--- src/rtl/add_xfer_ctrl.sv ---
`default_nettype none
// ============================================================================
//  Module   : add_xfer_ctrl
//  Purpose  : Vector-add transfer controller. For each element it reads
//             operand A and operand B from a synchronous-read memory, hands
//             them to an external combinational adder through DOut1/DOut2
//             and writes the adder result back to the destination vector.
//             Four cycles per element; one-cycle done pulse at the end.
//  Revision : 1.0 - initial release
// ============================================================================
module add_xfer_ctrl #(
  parameter int ADDR_W = 8
) (
  input  logic              clk,
  input  logic              rst,
  input  logic              start,
  input  logic [ADDR_W-1:0] src_a,
  input  logic [ADDR_W-1:0] src_b,
  input  logic [ADDR_W-1:0] dst,
  input  logic [7:0]        len,
  output logic              busy,
  output logic              done,
  output logic [ADDR_W-1:0] mem_addr,
  output logic              mem_rd,
  output logic              mem_wr,
  input  logic [7:0]        mem_rdata,
  output logic [7:0]        mem_wdata,
  output logic [7:0]        DOut1,
  output logic [7:0]        DOut2,
  input  logic [7:0]        ADDOut
);

  typedef enum logic [2:0] {
    S_IDLE  = 3'd0,
    S_RD_A  = 3'd1,
    S_RD_B  = 3'd2,
    S_LAT_B = 3'd3,
    S_WR    = 3'd4,
    S_DONE  = 3'd5
  } state_t;

  state_t            state_q;
  logic [ADDR_W-1:0] src_a_q;
  logic [ADDR_W-1:0] src_b_q;
  logic [ADDR_W-1:0] dst_q;
  logic [7:0]        len_q;
  logic [7:0]        idx_q;
  logic              busy_q;
  logic              done_q;
  logic              mem_rd_q;
  logic              mem_wr_q;
  logic [ADDR_W-1:0] mem_addr_q;
  logic [7:0]        dout1_q;
  logic [7:0]        dout2_q;

  // Element addresses; sums wrap naturally at ADDR_W bits.
  logic [7:0]        w_idx_inc;
  logic [ADDR_W-1:0] w_addr_b;
  logic [ADDR_W-1:0] w_addr_d;
  logic [ADDR_W-1:0] w_addr_a_next;
  logic              w_last;

  assign w_idx_inc     = idx_q + 8'd1;
  assign w_addr_b      = src_b_q + ADDR_W'(idx_q);
  assign w_addr_d      = dst_q + ADDR_W'(idx_q);
  assign w_addr_a_next = src_a_q + ADDR_W'(w_idx_inc);
  assign w_last        = (idx_q == (len_q - 8'd1));

  // Sequencer: outputs are registered together with the state they belong
  // to, so each strobe/address is valid during the cycle of its state.
  always_ff @(posedge clk) begin
    if (rst) begin
      state_q    <= S_IDLE;
      src_a_q    <= '0;
      src_b_q    <= '0;
      dst_q      <= '0;
      len_q      <= '0;
      idx_q      <= '0;
      busy_q     <= 1'b0;
      done_q     <= 1'b0;
      mem_rd_q   <= 1'b0;
      mem_wr_q   <= 1'b0;
      mem_addr_q <= '0;
      dout1_q    <= '0;
      dout2_q    <= '0;
    end else begin
      // Strobes and address default to idle values each cycle.
      done_q     <= 1'b0;
      mem_rd_q   <= 1'b0;
      mem_wr_q   <= 1'b0;
      mem_addr_q <= '0;
      case (state_q)
        S_IDLE: begin
          if (start) begin
            src_a_q <= src_a;
            src_b_q <= src_b;
            dst_q   <= dst;
            len_q   <= len;
            idx_q   <= '0;
            if (len == 8'd0) begin
              state_q <= S_DONE;
              done_q  <= 1'b1;
            end else begin
              state_q    <= S_RD_A;
              busy_q     <= 1'b1;
              mem_rd_q   <= 1'b1;
              mem_addr_q <= src_a;
            end
          end
        end
        S_RD_A: begin
          state_q    <= S_RD_B;
          mem_rd_q   <= 1'b1;
          mem_addr_q <= w_addr_b;
        end
        S_RD_B: begin
          // Operand A arrives this cycle.
          dout1_q <= mem_rdata;
          state_q <= S_LAT_B;
        end
        S_LAT_B: begin
          // Operand B arrives this cycle; next cycle the adder output is final.
          dout2_q    <= mem_rdata;
          state_q    <= S_WR;
          mem_wr_q   <= 1'b1;
          mem_addr_q <= w_addr_d;
        end
        S_WR: begin
          if (w_last) begin
            state_q <= S_DONE;
            busy_q  <= 1'b0;
            done_q  <= 1'b1;
          end else begin
            idx_q      <= w_idx_inc;
            state_q    <= S_RD_A;
            mem_rd_q   <= 1'b1;
            mem_addr_q <= w_addr_a_next;
          end
        end
        S_DONE: begin
          state_q <= S_IDLE;
        end
        default: begin
          state_q <= S_IDLE;
          busy_q  <= 1'b0;
        end
      endcase
    end
  end

  assign busy      = busy_q;
  assign done      = done_q;
  assign mem_rd    = mem_rd_q;
  assign mem_wr    = mem_wr_q;
  assign mem_addr  = mem_addr_q;
  assign DOut1     = dout1_q;
  assign DOut2     = dout2_q;
  // Adder result is only settled (and only driven out) during the write cycle.
  assign mem_wdata = mem_wr_q ? ADDOut : 8'd0;

endmodule
`default_nettype wire

--- config.mk ---
export PLATFORM = sky130hd
export DESIGN_NAME = add_xfer_ctrl
export DESIGN_NICKNAME = d
export VERILOG_FILES = /design/src/rtl/add_xfer_ctrl.sv
export SDC_FILE = /design/constraint.sdc
export NUM_CORES = 1
export LEC_CHECK = 0
export CAP_MARGIN = 5
export CORE_UTILIZATION = 54
export DETAILED_ROUTE_END_ITERATION = 12
export GPL_ROUTABILITY_DRIVEN = 0
export GPL_TIMING_DRIVEN = 0
export PLACE_DENSITY = 0.85
export SLEW_MARGIN = 0
export SYNTH_ARGS = -nofsm -noshare
export SYNTH_HDL_FRONTEND = slang
export SYNTH_SLANG_ARGS = --single-unit
--- constraint.sdc ---
create_clock -name clk -period 9.85 [get_ports clk]
set_input_delay 1.97 -clock clk [delete_from_list [all_inputs] [get_ports clk]]
set_output_delay 1.97 -clock clk [all_outputs]
set_load 0.05 [all_outputs]
======== Word level (Yosys, flattened, before mapping) ========
Index checks and enable logic that the tools add are counted.
word-level totals
  bits in latches ......................... 0
  input port bits ......................... 51
  memories ................................ 0
  bits in registers ....................... 71
  output and inout port bits .............. 36
  memory bits (read-only) ................. 0
  RAM bits ................................ 0
operators by class
  $add $sub $neg .......................... 5
  $lt $le $gt $ge ......................... 0
  reductions and logical operators ........ 7
  divide/modulo/power cells ............... 0
  multiplexer cells ....................... 25
  shift-type cells ........................ 0
  equal/unequal tests ..................... 10
  bitwise operators ....................... 1
  $mul .................................... 0
operator list
  kind                   number
  $mux W8                6
  $pmux W8 S4            1
  $add A8 B8 Y8          3
  $pmux W8 S2            1
  $pmux W3 S5            1
  $mux W1                10
  $mux W3                3
  $add A8 B1 Y8 const B  1
  $eq A8 B8 Y1           1
  $logic_not A8 Y1       1
  $ne A2 B2 Y1 const B   4
  $sub A8 B1 Y8 const B  1
  $eq A3 B2 Y1 const B   2
  $eq A3 B3 Y1 const B   2
  $pmux W1 S3            2
  $reduce_and A4 Y1      1
  $reduce_or A4 Y1       1
  $eq A3 B1 Y1 const B   1
  $logic_not A3 Y1       1
  $reduce_and A3 Y1      1
  $pmux W1 S2            1
  $reduce_and A2 Y1      1
  $reduce_bool A2 Y1     1
  $not A1 Y1             1

======== Longest topological paths before layout ========
  word-level depth ........................ 4
  mapped depth ............................ 15
  depth with buffers taken out ............ 12

======== Least setup slack after synthesis ========
Ideal clock, no wire load.
  path type ............................... input-to-output
  start ................................... in ADDOut[0]
  end ..................................... out mem_wdata[0]
  stages .................................. 1
  arrival ................................. 2382 ps
  path slack .............................. 5498 ps
  required time ........................... 7880 ps
  cell sequence ........................... and2_1
on the way
  word-level cells in the longest chain between the ends .. 1
ends and longest elaborated chain
  what                line  text
  start: declaration  30    input logic [7:0] ADDOut
  $mux W8             159   assign mem_wdata = mem_wr_q ? ADDOut : 8'd0;
  end: declaration    27    output logic [7:0] mem_wdata,
No other way between the ends.

======== Final worst setup path ========
  start ................................... in ADDOut[4]
  end ..................................... out mem_wdata[4]
The elaborated chain is that of the path after synthesis.

==> flow_metrics.py <==
metrics = {
    "worst_setup_path": {
        "r2r_end": "mem_addr[6]",
        "cp.required_ns": 7.88,
        "worst-path-max-fanout": 1,
        "worst_r2r_path_depth": 15,
        "r2r_setup_slack_ns": 5.88,
        "crit_type": "in -> out",
        "timing.rr.start": "state_q[0]",
        "start_kind": "input pin",
        "arrival_ns": 3.35,
        "endpoint_kind": "primary output",
    },
    "timing": {
        "fmax_mhz": 188,
        "worst_slew_pin_slew_ns": 0.865,
        "skew_ns": 0.0137,
        "post-route-min-period_ns": 5.32,
        "drv_slew": 0,
        "finalHoldViolations": 0,
        "rsz0062_at_grt": "no",
        "setup_viol": 0,
        "fin_tns_setup_ns": 0,
        "relSlewSlack": 0.415,
        "fin_crit_sh": 0.540,
    },
    "die": {
        "io_pins": 87,
        "die_h_um": 85.8,
        "dieWidth_um": 85.8,
        "initial_core_util": 0.558,
        "core_region_area_sq_um": 6790,
        "dieArea_sq_um": 7360,
        "num_rows": 30,
    },
    "power": {
        "swShare": 0.315,
        "leakagePower_nw": 1.96,
        "ir_worst_vdd_mv": 0.0868,
        "p_seq_frac": 0.436,
        "p_clk_frac": 0.331,
        "switchingPower_mw": 0.229,
        "combPwrFrac": 0.233,
        "power.density_nw_per_um2": 146,
        "power.total_mw": 0.725,
        "p_int_mw": 0.497,
    },
    "clock_network": {
        "postCtsSetupBuffers": 0,
        "cts_buffers": 9,
        "max-clock-path-buffers": 2,
        "htreeDepth": 3,
        "cts-resized-gates": 0,
        "cts_root_buf": "clkbuf_8",
        "clk-insertion-delay-late_ns": 0.35,
        "clkSlewWorstSetupHoldPaths_ns": 0.08,
        "ctsHoldBuffers": 0,
        "cts.sinks": 71,
        "cts_tree": "yes",
    },
    "finish": {
        "nets": 642,
        "syn_to_final_growth_pct": 31.0,
        "n_antenna_cell": 0,
        "final_common_cell": "nand2_1",
        "drive_gt1_frac": 0.0538,
        "fillCellCount": 492,
        "final_cell_mix": "nand2_1 (117), clkdlybuf4s50_1 (85), dfxtp_1 (71)",
    },
    "synth": {
        "synth_top_area_share": 0.375,
        "synth_async_sr_flop_share": 0,
        "synth.yosys.seq_area_share": 0.375,
        "syn_inst": 475,
        "synth.distinct_cells": 51,
        "syn-cell-area_sq_um": 3790,
        "synth_top_cell_by_area": "dfxtp_1",
        "synth_seq_cells": 71,
        "mappedNetlistNets": 546,
        "synth_ff_type": "dfxtp_1",
        "synthTopCellsByArea": "dfxtp_1 (37%), nand2_1 (12%), a21oi_1 (7.9%), ha_1 (5.9%), xnor2_1 (3.2%)",
        "ys_warn_count": 0,
        "postSynthAreaPerCell_sq_um": 7.98,
        "synth-edff-count": 0,
    },
    "hold_path": {
        "worstHoldStart": "src_b_q[4]",
        "hold_depth": 2,
        "hold_class": "reg -> reg",
        "hold_end": "src_b_q[4]",
    },
    "global_route": {
        "grtUsageTotal": 0.292,
        "antenna_found_initial": 0,
        "grt_pass1_wl_um": 16800,
        "grt_max_degree": 14,
        "first_global_vias": 3578,
        "overflow": 0,
    },
    "routing": {
        "drt_iter0_markers": 237,
        "met2_length_um": 4890,
        "top_layer": "met4",
        "wl_per_cell_um": 15.3,
        "first_pass_iters": 5,
        "wl_um": 10300,
        "wl_met3_um": 898,
        "ant_nets": 0,
        "via_per_inst": 5.62,
        "wl_met1_um": 4140,
        "via_count": 3776,
        "drc_errors": 0,
    },
    "placed_design": {
        "place_hpwl_um": 7520,
        "port_buffers": 85,
    },
    "run_status": {
        "status": "finished clean",
    },
    "flow_run": {
        "drv_cap": 0,
    },
}
[final cells by class]
type | count | area, sq um | area share
inverters | 10 | 37.5 | 0.00755
well taps | 96 | 120 | 0.0242
clock inverters | 6 | 67.6 | 0.0136
clock buffers | 10 | 138 | 0.0277
multi-input cells | 367 | 2190 | 0.442
flip-flops and latches | 71 | 1420 | 0.286
plain buffers | 27 | 139 | 0.0280
repair buffers | 85 | 851 | 0.171
[through the flow]
step                      area, sq um  cells  hold WS [ns]  setup slack [ns]   util
after floorplan                  3790    475         0.434              5.50      -
after global placement           4760    656         0.442              4.53  0.701
after detailed placement         4760    656         0.447              4.51  0.701
after CTS                        4970    672         0.460              4.51  0.731
after global routing             4970    672         0.476              4.47  0.731
final                            4970    672         0.459              4.53  0.731
[cell usage after synthesis, drive strengths merged, types with 4 or more instances]
master and count:
o21ai 9, xnor2 14, nand3 17, nor2 23
buf 6, nand2 117, clkbuf 20, a31oi 4
nor3 4, ha 18, or2 4, nor2b 4
a22oi 4, inv 10, xor2 12, o22ai 4
o21bai 4, dfxtp 71, a21o 7, mux2i 12
a21oi 62, and2 13
[state kept, by name, indices dropped and copies added, names as in the netlist]
register	cells
idx_q	8
mem_rd	1
done	1
state_q	3
mem_addr	8
DOut1	8
dst_q	8
src_b_q	8
busy	1
len_q	8
src_a_q	8
mem_wr	1
DOut2	8
[per-layer routing]
layer	vias to the layer above	GRT usage
li1	1807	-
met1	1736	0.341
met2	194	0.505
met3	39	0.0722
met4	0	0.135
met5	-	0
[power by group through the flow]
stage | combinational (mW) | sequential (mW) | clock [mW]
after floorplan | 0.0857 | 0.343 | 0
after global placement | 0.161 | 0.322 | 0
after detailed placement | 0.166 | 0.323 | 0
after CTS | 0.168 | 0.316 | 0.242
after global routing | 0.182 | 0.319 | 0.256
final | 0.169 | 0.316 | 0.240
[worst max-delay path, cell delays in order]
cell             delay, ns
clkdlybuf4s50_1       0.45
and2_1                0.13
clkdlybuf4s50_1       0.81
[worst max path at each step]
| stage | start | endpoint | slack (ns) | depth (start not counted) |
|---|---|---|---|---|
| floorplan | ADDOut[0] | mem_wdata[0] | 5.50 | 1 |
| global placement | ADDOut[5] | mem_wdata[5] | 4.53 | 3 |
| detailed placement | ADDOut[4] | mem_wdata[4] | 4.51 | 3 |
| CTS | ADDOut[4] | mem_wdata[4] | 4.51 | 3 |
| global route | ADDOut[5] | mem_wdata[5] | 4.47 | 3 |
| finish | ADDOut[4] | mem_wdata[4] | 4.53 | 3 |
[kinds of logic (layout without fill, tap and decap cells)]
family | Yosys count | count (layout) | share of synthesized area
adder cells (fa/ha/maj) | 20 | 20 | 0.0699
AO/OA/AOI/OAI | 106 | 106 | 0.176
AND/OR/NAND/NOR | 203 | 203 | 0.242
multiplexers | 12 | 12 | 0.0317
flip-flops | 71 | 71 | 0.375
XOR/XNOR | 26 | 26 | 0.0600
buffers and inverters | 37 | 138 | 0.0465
No activity file was read; power rests on OpenSTA's default activity.
